==> config.mk <==
export PLATFORM = sky130hd
export DESIGN_NAME = offset_calibrator_flat
export DESIGN_NICKNAME = d
export VERILOG_FILES = /design/src/rtl/offset_calibrator_pkg.sv /design/src/rtl/offset_calibrator_if.sv /design/src/rtl/offset_calibrator_accumulator.sv /design/src/rtl/offset_calibrator.sv /design/src/flat_wrapper.sv
export SDC_FILE = /design/constraint.sdc
export NUM_CORES = 1
export LEC_CHECK = 0
export CAP_MARGIN = 20
export CORE_ASPECT_RATIO = 0.7
export CORE_MARGIN = 4
export CORE_UTILIZATION = 52
export CTS_CLUSTER_DIAMETER = 150
export CTS_CLUSTER_SIZE = 24
export DETAILED_ROUTE_END_ITERATION = 7
export PLACE_DENSITY = 0.84
export SLEW_MARGIN = 25
export SYNTH_ARGS = -nofsm -noshare
export SYNTH_HDL_FRONTEND = slang
export SYNTH_HIERARCHICAL = 1
export SYNTH_SLANG_ARGS = --single-unit
==> constraint.sdc <==
create_clock -name clk_i -period 2.5 [get_ports clk_i]
set_input_delay 0.25 -clock clk_i [delete_from_list [all_inputs] [get_ports clk_i]]
set_output_delay 0.25 -clock clk_i [all_outputs]
set_load 0.1 [all_outputs]
==> src/rtl/offset_calibrator_pkg.sv <==
// Shared types and constants for the ADC offset calibrator.
// The saturation helper clamps a 33-bit negated mean into signed Q16.16.
package offset_calibrator_pkg;

  typedef enum logic [1:0] {
    ST_IDLE    = 2'd0,
    ST_SETTLE  = 2'd1,
    ST_ACCUM   = 2'd2,
    ST_COMPUTE = 2'd3
  } state_t;

  localparam int FRAC_BITS = 16;
  localparam int ADC_W     = 16;
  localparam int OFFSET_W  = 32;

  localparam logic [OFFSET_W-1:0] Q16_16_MAX = 32'h7FFF_FFFF;
  localparam logic [OFFSET_W-1:0] Q16_16_MIN = 32'h8000_0000;

  function automatic logic [OFFSET_W-1:0] sat_q16_16(input logic signed [OFFSET_W:0] v);
    logic [OFFSET_W-1:0] r;
    if (v > $signed({1'b0, Q16_16_MAX}))
      r = Q16_16_MAX;
    else if (v < $signed({1'b1, Q16_16_MIN}))
      r = Q16_16_MIN;
    else
      r = v[OFFSET_W-1:0];
    return r;
  endfunction

endpackage

==> src/rtl/offset_calibrator_if.sv <==
// Sample stream, control and result bundle of the offset calibrator.
// slave is the calibrator side, master the driver/consumer side.
interface offset_calibrator_if;
  import offset_calibrator_pkg::*;

  logic signed [ADC_W-1:0] adc_i;
  logic                    adc_valid_i;
  logic                    start_i;
  logic                    abort_i;
  logic [OFFSET_W-1:0]     offset_o;
  logic [ADC_W-1:0]        mean_o;
  logic                    busy_o;
  logic                    done_o;
  logic                    cal_valid_o;

  modport slave (
    input  adc_i, adc_valid_i, start_i, abort_i,
    output offset_o, mean_o, busy_o, done_o, cal_valid_o
  );

  modport master (
    output adc_i, adc_valid_i, start_i, abort_i,
    input  offset_o, mean_o, busy_o, done_o, cal_valid_o
  );

endinterface

==> src/rtl/offset_calibrator_accumulator.sv <==
// Signed sample accumulator with clear/enable and a sample counter.
// last flags that the next enabled sample is the 2^LOG2_N-th one.
module offset_calibrator_accumulator
  import offset_calibrator_pkg::*;
#(
  parameter int LOG2_N = 10
) (
  input  logic                           clk,
  input  logic                           rst,
  input  logic                           clr,
  input  logic                           en,
  input  logic signed [ADC_W-1:0]        sample,
  output logic signed [ADC_W+LOG2_N-1:0] sum,
  output logic [LOG2_N:0]                count,
  output logic                           last
);

  localparam int ACC_W = ADC_W + LOG2_N;
  localparam logic [LOG2_N:0] LAST_CNT = {1'b0, {LOG2_N{1'b1}}};
  localparam logic [LOG2_N:0] CNT_ONE  = {{LOG2_N{1'b0}}, 1'b1};

  logic signed [ACC_W-1:0] sample_ext;

  assign sample_ext = $signed({{LOG2_N{sample[ADC_W-1]}}, sample});

  always_ff @(posedge clk or posedge rst) begin
    if (rst) begin
      sum   <= '0;
      count <= '0;
    end else if (clr) begin
      sum   <= '0;
      count <= '0;
    end else if (en) begin
      sum   <= sum + sample_ext;
      count <= count + CNT_ONE;
    end
  end

  assign last = (count == LAST_CNT);

endmodule

==> src/rtl/offset_calibrator.sv <==
// Offset calibration sequencer: settle, average 2^LOG2_N samples, publish -mean.
// Results only move on the COMPUTE edge so the downstream adder never sees glitches.
//
// state      | meaning
// -----------+----------------------------------------------------------
// ST_IDLE    | waiting for start; results hold their last published value
// ST_SETTLE  | discarding the first SETTLE valid samples
// ST_ACCUM   | summing 2^LOG2_N valid samples
// ST_COMPUTE | one cycle; negate/saturate and publish at its closing edge
module offset_calibrator
  import offset_calibrator_pkg::*;
#(
  parameter int LOG2_N = 10,
  parameter int SETTLE = 16
) (
  input logic                 clk_i,
  input logic                 rst_i,
  offset_calibrator_if.slave  bus
);

  localparam int ACC_W = ADC_W + LOG2_N;
  localparam int SHIFT = FRAC_BITS - LOG2_N;
  localparam logic [15:0] SETTLE_CNT = 16'(SETTLE);

  state_t state, next_state;

  logic acc_clr, acc_en, settle_load, settle_dec, publish;
  logic [15:0] settle_cnt;

  logic signed [ACC_W-1:0] sum;
  logic [LOG2_N:0]         count;
  logic                    last;

  logic signed [OFFSET_W:0] q_mean, q_neg;
  logic [OFFSET_W-1:0]      offset_next;
  logic [ADC_W-1:0]         mean_next;

  logic [OFFSET_W-1:0] offset_q;
  logic [ADC_W-1:0]    mean_q;
  logic                cal_valid_q;
  logic                done_q;

  offset_calibrator_accumulator #(.LOG2_N(LOG2_N)) u_acc (
    .clk    (clk_i),
    .rst    (rst_i),
    .clr    (acc_clr),
    .en     (acc_en),
    .sample (bus.adc_i),
    .sum    (sum),
    .count  (count),
    .last   (last)
  );

  always_ff @(posedge clk_i or posedge rst_i) begin
    if (rst_i) state <= ST_IDLE;
    else       state <= next_state;
  end

  always_comb begin
    next_state  = state;
    acc_clr     = 1'b0;
    acc_en      = 1'b0;
    settle_load = 1'b0;
    settle_dec  = 1'b0;
    publish     = 1'b0;
    unique case (state)
      ST_IDLE: begin
        if (bus.start_i) begin
          acc_clr     = 1'b1;
          settle_load = 1'b1;
          next_state  = (SETTLE == 0) ? ST_ACCUM : ST_SETTLE;
        end
      end
      ST_SETTLE: begin
        if (bus.abort_i) begin
          next_state = ST_IDLE;
        end else if (bus.adc_valid_i) begin
          settle_dec = 1'b1;
          if (settle_cnt == 16'd1) next_state = ST_ACCUM;
        end
      end
      ST_ACCUM: begin
        if (bus.abort_i) begin
          next_state = ST_IDLE;
        end else if (bus.adc_valid_i) begin
          acc_en = 1'b1;
          if (last) next_state = ST_COMPUTE;
        end
      end
      ST_COMPUTE: begin
        next_state = ST_IDLE;
        publish    = !bus.abort_i;
      end
      default: next_state = ST_IDLE;
    endcase
  end

  // Settle interval as a down-counter; terminal count is the last discarded sample.
  always_ff @(posedge clk_i or posedge rst_i) begin
    if (rst_i)            settle_cnt <= '0;
    else if (settle_load) settle_cnt <= SETTLE_CNT;
    else if (settle_dec)  settle_cnt <= settle_cnt - 16'd1;
  end

  // sum / 2^LOG2_N in Q16.16 keeps the fractional bits; -(-32768) is the only overflow.
  assign q_mean      = $signed({{(OFFSET_W + 1 - ACC_W){sum[ACC_W-1]}}, sum}) <<< SHIFT;
  assign q_neg       = -q_mean;
  assign offset_next = sat_q16_16(q_neg);
  assign mean_next   = sum[LOG2_N +: ADC_W];

  always_ff @(posedge clk_i or posedge rst_i) begin
    if (rst_i) begin
      offset_q    <= '0;
      mean_q      <= '0;
      cal_valid_q <= 1'b0;
      done_q      <= 1'b0;
    end else begin
      done_q <= publish;
      if (publish) begin
        offset_q    <= offset_next;
        mean_q      <= mean_next;
        cal_valid_q <= 1'b1;
      end
    end
  end

  assign bus.offset_o    = offset_q;
  assign bus.mean_o      = mean_q;
  assign bus.cal_valid_o = cal_valid_q;
  assign bus.done_o      = done_q;
  assign bus.busy_o      = (state != ST_IDLE);

endmodule

==> src/flat_wrapper.sv <==
// flat-port wrapper written by rule: the top's interface ports become plain ports
module offset_calibrator_flat import offset_calibrator_pkg::*;
#(
  parameter int LOG2_N = 10,
  parameter int SETTLE = 16
)
  (clk_i, rst_i, bus_adc_i, bus_adc_valid_i, bus_start_i, bus_abort_i, bus_offset_o, bus_mean_o, bus_busy_o, bus_done_o, bus_cal_valid_o);
  offset_calibrator_if bus_i ();
  input logic clk_i;
  input logic rst_i;
  input wire logic [$bits(bus_i.adc_i)-1:0] bus_adc_i;
  input wire logic [$bits(bus_i.adc_valid_i)-1:0] bus_adc_valid_i;
  input wire logic [$bits(bus_i.start_i)-1:0] bus_start_i;
  input wire logic [$bits(bus_i.abort_i)-1:0] bus_abort_i;
  output wire logic [$bits(bus_i.offset_o)-1:0] bus_offset_o;
  output wire logic [$bits(bus_i.mean_o)-1:0] bus_mean_o;
  output wire logic [$bits(bus_i.busy_o)-1:0] bus_busy_o;
  output wire logic [$bits(bus_i.done_o)-1:0] bus_done_o;
  output wire logic [$bits(bus_i.cal_valid_o)-1:0] bus_cal_valid_o;
  assign bus_i.adc_i = bus_adc_i;
  assign bus_i.adc_valid_i = bus_adc_valid_i;
  assign bus_i.start_i = bus_start_i;
  assign bus_i.abort_i = bus_abort_i;
  assign bus_offset_o = bus_i.offset_o;
  assign bus_mean_o = bus_i.mean_o;
  assign bus_busy_o = bus_i.busy_o;
  assign bus_done_o = bus_i.done_o;
  assign bus_cal_valid_o = bus_i.cal_valid_o;
  offset_calibrator #(.LOG2_N(LOG2_N), .SETTLE(SETTLE)) u_core (.clk_i(clk_i), .rst_i(rst_i), .bus(bus_i));
endmodule
==> results of run 1 <==
-- area by class of cell --
type | instances | area [um2] | share of cell area, %
clock inverters | 6 | 55.1 | 0.679
multi-input cells | 560 | 3550 | 43.7
flip-flops and latches | 100 | 2500 | 30.9
well taps | 157 | 196 | 2.42
inverters | 22 | 82.6 | 1.02
repair buffers | 186 | 1500 | 18.4
clock buffers | 10 | 229 | 2.82
-- metal layers --
metal,global-route usage (%),part of all wire [%]
met1,40.1,46
met5,0,0
met2,39.2,43
met4,6.69,1.4
met3,4.76,9.1
-- kinds of logic after synthesis --
logic type | count (synthesis) | share of synthesized area, %
flip-flops | 100 | 39.8
adder cells (fa/ha/maj) | 30 | 6.10
AO/OA/AOI/OAI | 165 | 17.7
multiplexers | 9 | 1.45
XOR/XNOR | 45 | 6.28
buffers and inverters | 57 | 4.70
AND/OR/NAND/NOR | 311 | 23.9
-- synthesized netlist by cell type (11+ instances only) --
cell,count,share of area [%]
ha_1,29,5.8
nor3_1,22,1.8
o21ai_0,38,3.0
nor2_1,76,4.5
a21o_1,11,1.3
nand3_1,24,1.9
xor2_1,23,3.2
or3_1,14,1.4
nand2_1,107,6.4
nand4_1,13,1.3
clkbuf_1,18,1.1
dfrtp_1,100,40
a21oi_1,54,4.3
inv_1,21,1.3
xnor2_1,22,3.1
-- registers in the layout, indices dropped and copies added, names as in the netlist --
register,cells
u_core/u_acc/count,11
u_core/state,2
u_core/bus.done_o,1
u_core/bus.offset_o,27
u_core/bus.mean_o,16
u_core/u_acc/sum,26
u_core/bus.cal_valid_o,1
u_core/settle_cnt,16
-- critical path: stages, from the launching register on --
cell and delay [ns]:
dfrtp_2 0.46, or4_4 0.58, or4_4 0.48, or4_4 0.53, a31oi_2 0.19, a21oi_1 0.09
-- stage by stage --
stage | cell area [um2] | hold WS, ns | setup TNS (ns) | instances
3_5_place_dp | 7740 | 0.464 | -2.47 | 1021
2_1_floorplan | 6280 | 0.313 | 0 | 717
3_3_place_gp | 7740 | 0.452 | -1.67 | 1021
4_1_cts | 8030 | 0.342 | 0 | 1037
6_report | 8110 | 0.321 | 0 | 1041
5_1_grt | 8110 | 0.378 | -0.187 | 1041
-- how the worst min path moves through the flow --
stage / endpoint / from / cells after the start
after global routing: u_core/state[1] / rst_i / 3
final: u_core/state[1] / rst_i / 3
after global placement: u_core/bus.cal_valid_o / u_core/bus.cal_valid_o / 1
after floorplan: u_core/state[1] / bus_abort_i / 1
after CTS: u_core/state[1] / rst_i / 3
after detailed placement: u_core/bus.mean_o[13] / u_core/bus.mean_o[13] / 2
-- what timing repair did --
| item | in CTS | in global routing |
|---|---|---|
| setup buffers | 0 | 4 |
| hold buffers | 0 | 0 |
| pin swaps | 0 | 6 |
| gates cloned | 0 | 0 |
| gates resized for setup | 3 | 16 |
| setup endpoints to repair | 2 | 18 |
-- power breakdown --
| part | switching [mW] | internal, mW | total [mW] |
|---|---|---|---|
| registers | 0.0926 | 1.72 | 1.81 |
| clock network | 0.664 | 0.696 | 1.36 |
| logic | 0.781 | 0.330 | 1.11 |
==> flow_summary.toml, run 1 <==
[run_status]
status = "finished clean"

[logic_synthesis]
ys_ff_latch = 100
ys_warn_count = 6
async_flop_share_pct = 100
netlist_area_um2 = 6280
synth_sequential_area_ratio_pct = 39.8
synthFlopType = "dfrtp_1"
syn_inst = 717
synthDistinctLibCells = 79
synth-edff-count = 0
synth_nets = 768
avgSynthCellArea_um2 = 8.76

[flow_run]
cap_violations = 0

[worst_setup_path]
timing.rr.end = "u_core/bus.offset_o[26]"
worstPathArrival_ns = 2.69
critPathKind = "reg -> reg"
crit_path_start = "u_core/u_acc/sum[16]"
cp-end-kind = "register"
r2r_cells = 5
cp.required_ns = 2.72
endpoint = "u_core/bus.offset_o[26]"
startpoint_type = "register"
ff2ff_setup_slack_ns = 0.03
r2r_start = "u_core/u_acc/sum[16]"
crit_path_max_fanout = 8

[route]
first_pass_iters = 6
num_vias = 6084
drtAntennaViolNets = 0
wirelength_um = 18500
remaining_drc_errors = 0
routed_via_density = 5.84
post_drt_wl_per_cell_um = 17.8
first_iter_violations = 587

[grt]
grt-ovfl-total = 0
grt_usage_pct = 26.4
antenna_found_initial = 0
grt_pass1_wl_um = 29700
grt_pass1_vias = 5769
grt_max_degree = 64

[hold_path]
hp-class = "in -> async"

[timing]
finalHoldViolCount = 0
period_needed_ns = 2.47
skew_ns = 0.00965
setup_violations = 0
setup_ws_ns = 0.0310
finalCritPeriodShare_pct = 98.8
drv_slew = 0
rsz0062_at_grt = "true"
max_freq_mhz = 405
relSlewSlack_pct = 57.1
tightest_slew_ns = 0.643

[place]
place.gp.congestion = 0.900
post-place-ws_ns = -0.367
numPortBuffers = 71
dp.final_hpwl_um = 14100

[clocking]
clk_pin_slew_ns = 0.07
cts.sinks = 100
numCtsBuffers = 9
htreeDepth = 3
clock_latency_ns = 0.35
clockRootBuffer = "clkbuf_16"
cts_tree = "yes"
cts_max_path_buffers = 2

[finish]
post-route-util_pct = 68.9
layout.nets = 930
final_common_cell = "buf_4"
area_delta_synth_final_pct = 29.2
fill_cells = 907
num_antenna_cells = 0
mostFrequentLayoutCells = "162 x buf_4, 107 x nand2_1, 98 x dfrtp_1, 75 x nor2_1, 50 x a21oi_1"
drive_gt1_share_pct = 25.8

[floorplanning]
die_w_um = 139
die_area_um2 = 13900
io_pins = 72
dieHeight_um = 99.9
fp.coreArea_um2 = 11800
initial_core_util_pct = 53.4
row_count = 33

[power_and_ir_drop]
power_mw = 4.28
ir_drop_uv = 405
leakage_nw = 3.94
powerDensity_nw_per_um2 = 528
Note: power is estimated with default switching activity, not from simulation.
==> run 2, diff against run 1 <==
--- a/config.mk
+++ b/config.mk
@@ -9,9 +9,9 @@
 export CORE_ASPECT_RATIO = 0.7
 export CORE_MARGIN = 4
-export CORE_UTILIZATION = 52
+export CORE_UTILIZATION = 35
 export CTS_CLUSTER_DIAMETER = 150
 export CTS_CLUSTER_SIZE = 24
 export DETAILED_ROUTE_END_ITERATION = 7
-export PLACE_DENSITY = 0.84
+export PLACE_DENSITY = 0.62
 export SLEW_MARGIN = 25
 export SYNTH_ARGS = -nofsm -noshare
==> constraint.sdc (replaced) <==
create_clock -name clk_i -period 2.5 [get_ports clk_i]
set_input_delay 0.25 -clock clk_i [delete_from_list [all_inputs] [get_ports clk_i]]
set_output_delay 0.25 -clock clk_i [all_outputs]
set_load 0.01 [all_outputs]
==> flow_summary.toml, run 2 (synthesized netlist as in run 1, its figures left out) <==
[grt]
grt-ovfl-total = 0
antenna_found_initial = 0
grt_usage_pct = 17.2
grt_pass1_vias = 5275
grt_pass1_wl_um = 27900
grt_max_degree = 38

[worst_setup_path]
r2r_start = "u_core/u_acc/sum[0]"
cp-end-kind = "register"
r2r_cells = 11
startpoint_type = "input pin"
crit_path_max_fanout = 3
worstPathArrival_ns = 2.70
cp.required_ns = 2.78
critPathKind = "in -> reg"
timing.rr.end = "u_core/u_acc/sum[24]"
ff2ff_setup_slack_ns = 0.08

[place]
post-place-ws_ns = -0.378
place.gp.congestion = 0.890
numPortBuffers = 71
dp.final_hpwl_um = 13500

[finish]
layout.nets = 927
fill_cells = 1672
area_delta_synth_final_pct = 32.1
mostFrequentLayoutCells = "110 x buf_4, 107 x nand2_1, 100 x dfrtp_1, 75 x nor2_1, 71 x clkdlybuf4s50_1"
final_common_cell = "buf_4"
largest_register_ff_count = 27
drive_gt1_share_pct = 19.2

[run_status]
status = "finished clean"

[timing]
period_needed_ns = 2.43
setup_ws_ns = 0.0748
whs_ns = 0.231
rsz0062_at_grt = "true"
skew_ns = 0.00930
drv_slew = 0
setup_violations = 0
finalCritPeriodShare_pct = 97.0
max_freq_mhz = 412
finalHoldViolCount = 0
relSlewSlack_pct = 52.4
tightest_slew_ns = 0.711

[power_and_ir_drop]
power.share.sequential_pct = 46.2
p_switching_mw = 1.11
ir_drop_uv = 311
p_int_mw = 2.81
powerDensity_nw_per_um2 = 472
clkPwrFrac_pct = 35.5
p_sw_share_pct = 28.2
p_comb_share_pct = 18.3
power_mw = 3.92
leakage_nw = 3.84

[clocking]
clockRootBuffer = "clkbuf_16"
clock_latency_ns = 0.36
cts_tree = "yes"
clk_pin_slew_ns = 0.07
numCtsBuffers = 9
cts_max_path_buffers = 2
cts.sinks = 100
htreeDepth = 3
hold_buffers = 0

[floorplanning]
io_pins = 72
die_w_um = 168
row_count = 40
fp.coreArea_um2 = 17400
initial_core_util_pct = 36.2
die_area_um2 = 20200
dieHeight_um = 120

[route]
drtAntennaViolNets = 0
wirelength_um = 17400
first_iter_violations = 444
post_drt_wl_per_cell_um = 15.6
first_pass_iters = 5
routed_via_density = 5.16
remaining_drc_errors = 0
num_vias = 5733

[hold_path]
hp-class = "in -> async"

[flow_run]
cap_violations = 0
## run 2: power by group through the flow
stage               Combinational, mW  Sequential, mW  Clock [mW]
finish                          0.717            1.81        1.39
global route                    0.794            1.83        1.49
CTS                             0.716            1.81        1.43
detailed placement              0.713            1.84           0
global placement                0.704            1.84           0
floorplan                       0.374            1.84           0
## run 2: how the worst max path moves through the flow
stage	startpoint	endpoint	slack, ns	cells past startpoint
2_1_floorplan	u_core/state[1]	u_core/u_acc/sum[10]	0.006	8
3_3_place_gp	bus_adc_i[0]	u_core/u_acc/sum[24]	-0.30	12
3_5_place_dp	bus_adc_i[0]	u_core/u_acc/sum[24]	-0.38	12
4_1_cts	u_core/u_acc/sum[0]	u_core/u_acc/sum[24]	0.006	11
5_1_grt	u_core/u_acc/sum[0]	u_core/u_acc/sum[24]	-0.03	11
6_report	bus_adc_i[0]	u_core/u_acc/sum[24]	0.07	12
## run 2: area by class of cell
cell class                 count  area (um2)  share of cell area, %
clock inverter                 4        37.5                  0.452
multi-input combinational    560        3550                   42.8
timing repair buffer         183        1580                   19.0
tap                          231         289                   3.48
sequential                   100        2500                   30.2
inverter                      22        82.6                  0.995
clock buffer                  11         253                   3.05
antenna                        1        2.50                 0.0302
## run 2: critical path: stages
cell,delay [ns]
clkdlybuf4s50_1,0.46
ha_2,0.17
inv_1,0.05
fa_2,0.37
nor2b_4,0.13
o211a_1,0.17
o31ai_2,0.09
a211oi_2,0.31
o31ai_1,0.12
buf_4,0.15
a2111o_1,0.35
o211ai_1,0.08
## run 2: what timing repair did
action | in CTS | in global routing
buffers inserted | 0 | 1
endpoints found under the setup margin | 1 | 11
hold endpoints to repair | 0 | 0
pin swaps | 1 | 6
gates resized for setup | 0 | 13
## run 2: through the flow
step                      utilization [%]  instances  setup TNS, ns  cell area [um2]
after floorplan                         -        717              0             6280
after global placement               45.7       1095          -1.72             7930
after detailed placement             45.7       1095          -2.38             7930
after CTS                            47.4       1110              0             8220
after global routing                 47.8       1111        -0.0289             8300
final                                47.8       1112              0             8300
## run 2: per-layer routing
metal | part of all wire, % | GRT usage (%)
met1 | 53 | 26.8
met2 | 39 | 23.9
met5 | 0 | 0
met4 | 0.89 | 3.24
met3 | 7.3 | 4.25
==> run 3, diff against run 2 <==
- GPL_ROUTABILITY_DRIVEN: unset -> 0
- GPL_TIMING_DRIVEN: unset -> 0
==> flow_summary.toml, run 3 (synthesized netlist as in run 1, its figures left out) <==
[route]
first_pass_iters = 5
wirelength_um = 17800
routed_via_density = 5.32
post_drt_wl_per_cell_um = 16.8
drtAntennaViolNets = 0
num_vias = 5636
remaining_drc_errors = 0
first_iter_violations = 458

[grt]
grt_pass1_wl_um = 28100
grt_usage_pct = 17.3
antenna_found_initial = 0
grt-ovfl-total = 0
grt_pass1_vias = 5180
grt_max_degree = 47

[floorplanning]
die_w_um = 168
die_area_um2 = 20200
dieHeight_um = 120
initial_core_util_pct = 36.2
io_pins = 72
row_count = 40
fp.coreArea_um2 = 17400

[worst_setup_path]
startpoint_type = "register"
cpMostUsedCell = "or4_4"
r2r_start = "u_core/u_acc/sum[16]"
slowest_delay_ns = 0.56
crit_chain = "or4_4 > or4_4 > or4_4 > a31oi_4 > a21oi_1"
worstPathArrival_ns = 2.73
critPathKind = "reg -> reg"
crit_path_max_fanout = 8
cp.required_ns = 2.72
cp_num_buf_inv = 0
slowest_stage = "or4_4"
crit_path_start = "u_core/u_acc/sum[16]"
cp-end-kind = "register"
crit_family = "simple AND/OR/NAND/NOR gates"

[timing]
skew_ns = 0.00612
setup_ws_ns = -0.0128
setup_violations = 2
period_needed_ns = 2.51
rsz0062_at_grt = "true"
tightest_slew_ns = 0.789
max_freq_mhz = 398
finalCritPeriodShare_pct = 101
drv_slew = 0
finalHoldViolCount = 0
relSlewSlack_pct = 47.2
fin_setup_tns_ns = -0.0159

[run_status]
status = "finished with violations"
violations = "negative setup slack"

[finish]
num_antenna_cells = 0
fin_area_um2 = 8180
mostFrequentLayoutCells = "106 x nand2_1, 82 x dfrtp_1, 74 x nor2_1, 70 x clkdlybuf4s50_1, 46 x a21oi_1"
largest_register_ff_count = 27
drive_gt1_share_pct = 19.4
layout.nets = 874
final_common_cell = "nand2_1"
area_delta_synth_final_pct = 30.3
post-route-util_pct = 47.1
fill_cells = 1656

[place]
numPortBuffers = 71
dp.final_hpwl_um = 13100
post-place-ws_ns = -0.996
place_area_um2 = 7340

[clocking]
clk_pin_slew_ns = 0.07
cts_max_path_buffers = 2
htreeDepth = 3
numCtsBuffers = 9
hold_buffers = 0
clockRootBuffer = "clkbuf_16"
cts_tree = "yes"
clock_latency_ns = 0.36
cts.sinks = 100

[flow_run]
cap_violations = 0

[hold_path]
hp-class = "in -> async"

[power_and_ir_drop]
powerDensity_nw_per_um2 = 477
power_mw = 3.90
ir_drop_uv = 288
leakage_nw = 3.56
## run 3: cell count changes in the layout (fill, tap and decap cells not counted), sizes merged
cell / delta
clkdlybuf4s50: -1
buf: -72
inv: +1
clkbuf: +17
clkinv: +2
clkdlybuf4s15: +1
diode: -1
## run 3: path summary, 6_finish.rpt
check                                           to  slack [ns]  depth (start not counted)
hold / removal                     u_core/state[0]        0.23                          2
hold reg to reg            u_core/bus.offset_o[13]        0.47                          2
min in group clk_i         u_core/bus.offset_o[13]        0.47                          2
setup reg to reg           u_core/bus.offset_o[26]       -0.01                          5
max in group asynchronous      u_core/u_acc/sum[6]        1.75                          3
setup / recovery           u_core/bus.offset_o[26]       -0.01                          5
## run 3: cell type report
cell class,instances,area (um2),share of cell area (%)
Multi-Input combinational cell,560,3820,46.7
Sequential cell,100,2520,30.9
Timing Repair Buffer,101,977,11.9
Tap cell,231,289,3.53
Clock buffer,9,225,2.75
Buffer,29,194,2.37
Inverter,22,85.1,1.04
Clock inverter,7,65.1,0.795
## run 3: routing by layer
layer / vias up / GRT usage, % / share of wire [%]
met5: - / 0 / 0
met4: 0 / 3.09 / 0.82
met3: 13 / 5.07 / 8.1
met2: 207 / 23.2 / 40
met1: 2659 / 27.3 / 51
li1: 2757 / - / -
## run 3: metrics by stage
stage          hold WS (ns)  cells
6_report              0.228   1059
5_1_grt               0.243   1059
4_1_cts               0.228   1046
3_5_place_dp          0.456   1021
3_3_place_gp          0.449   1019
2_1_floorplan         0.313    717
## run 3: where the power goes
| group | internal [mW] | switching, mW |
|---|---|---|
| logic | 0.333 | 0.371 |
| clock network | 0.704 | 0.686 |
| registers | 1.72 | 0.0914 |
## run 3: timing repair
item | in CTS | in global routing
hold endpoints to repair | 0 | 0
pin swaps | 8 | 17
gates cloned | 0 | 0
gates resized for setup | 47 | 54
endpoints found under the setup margin | 62 | 46
buffers inserted | 13 | 15
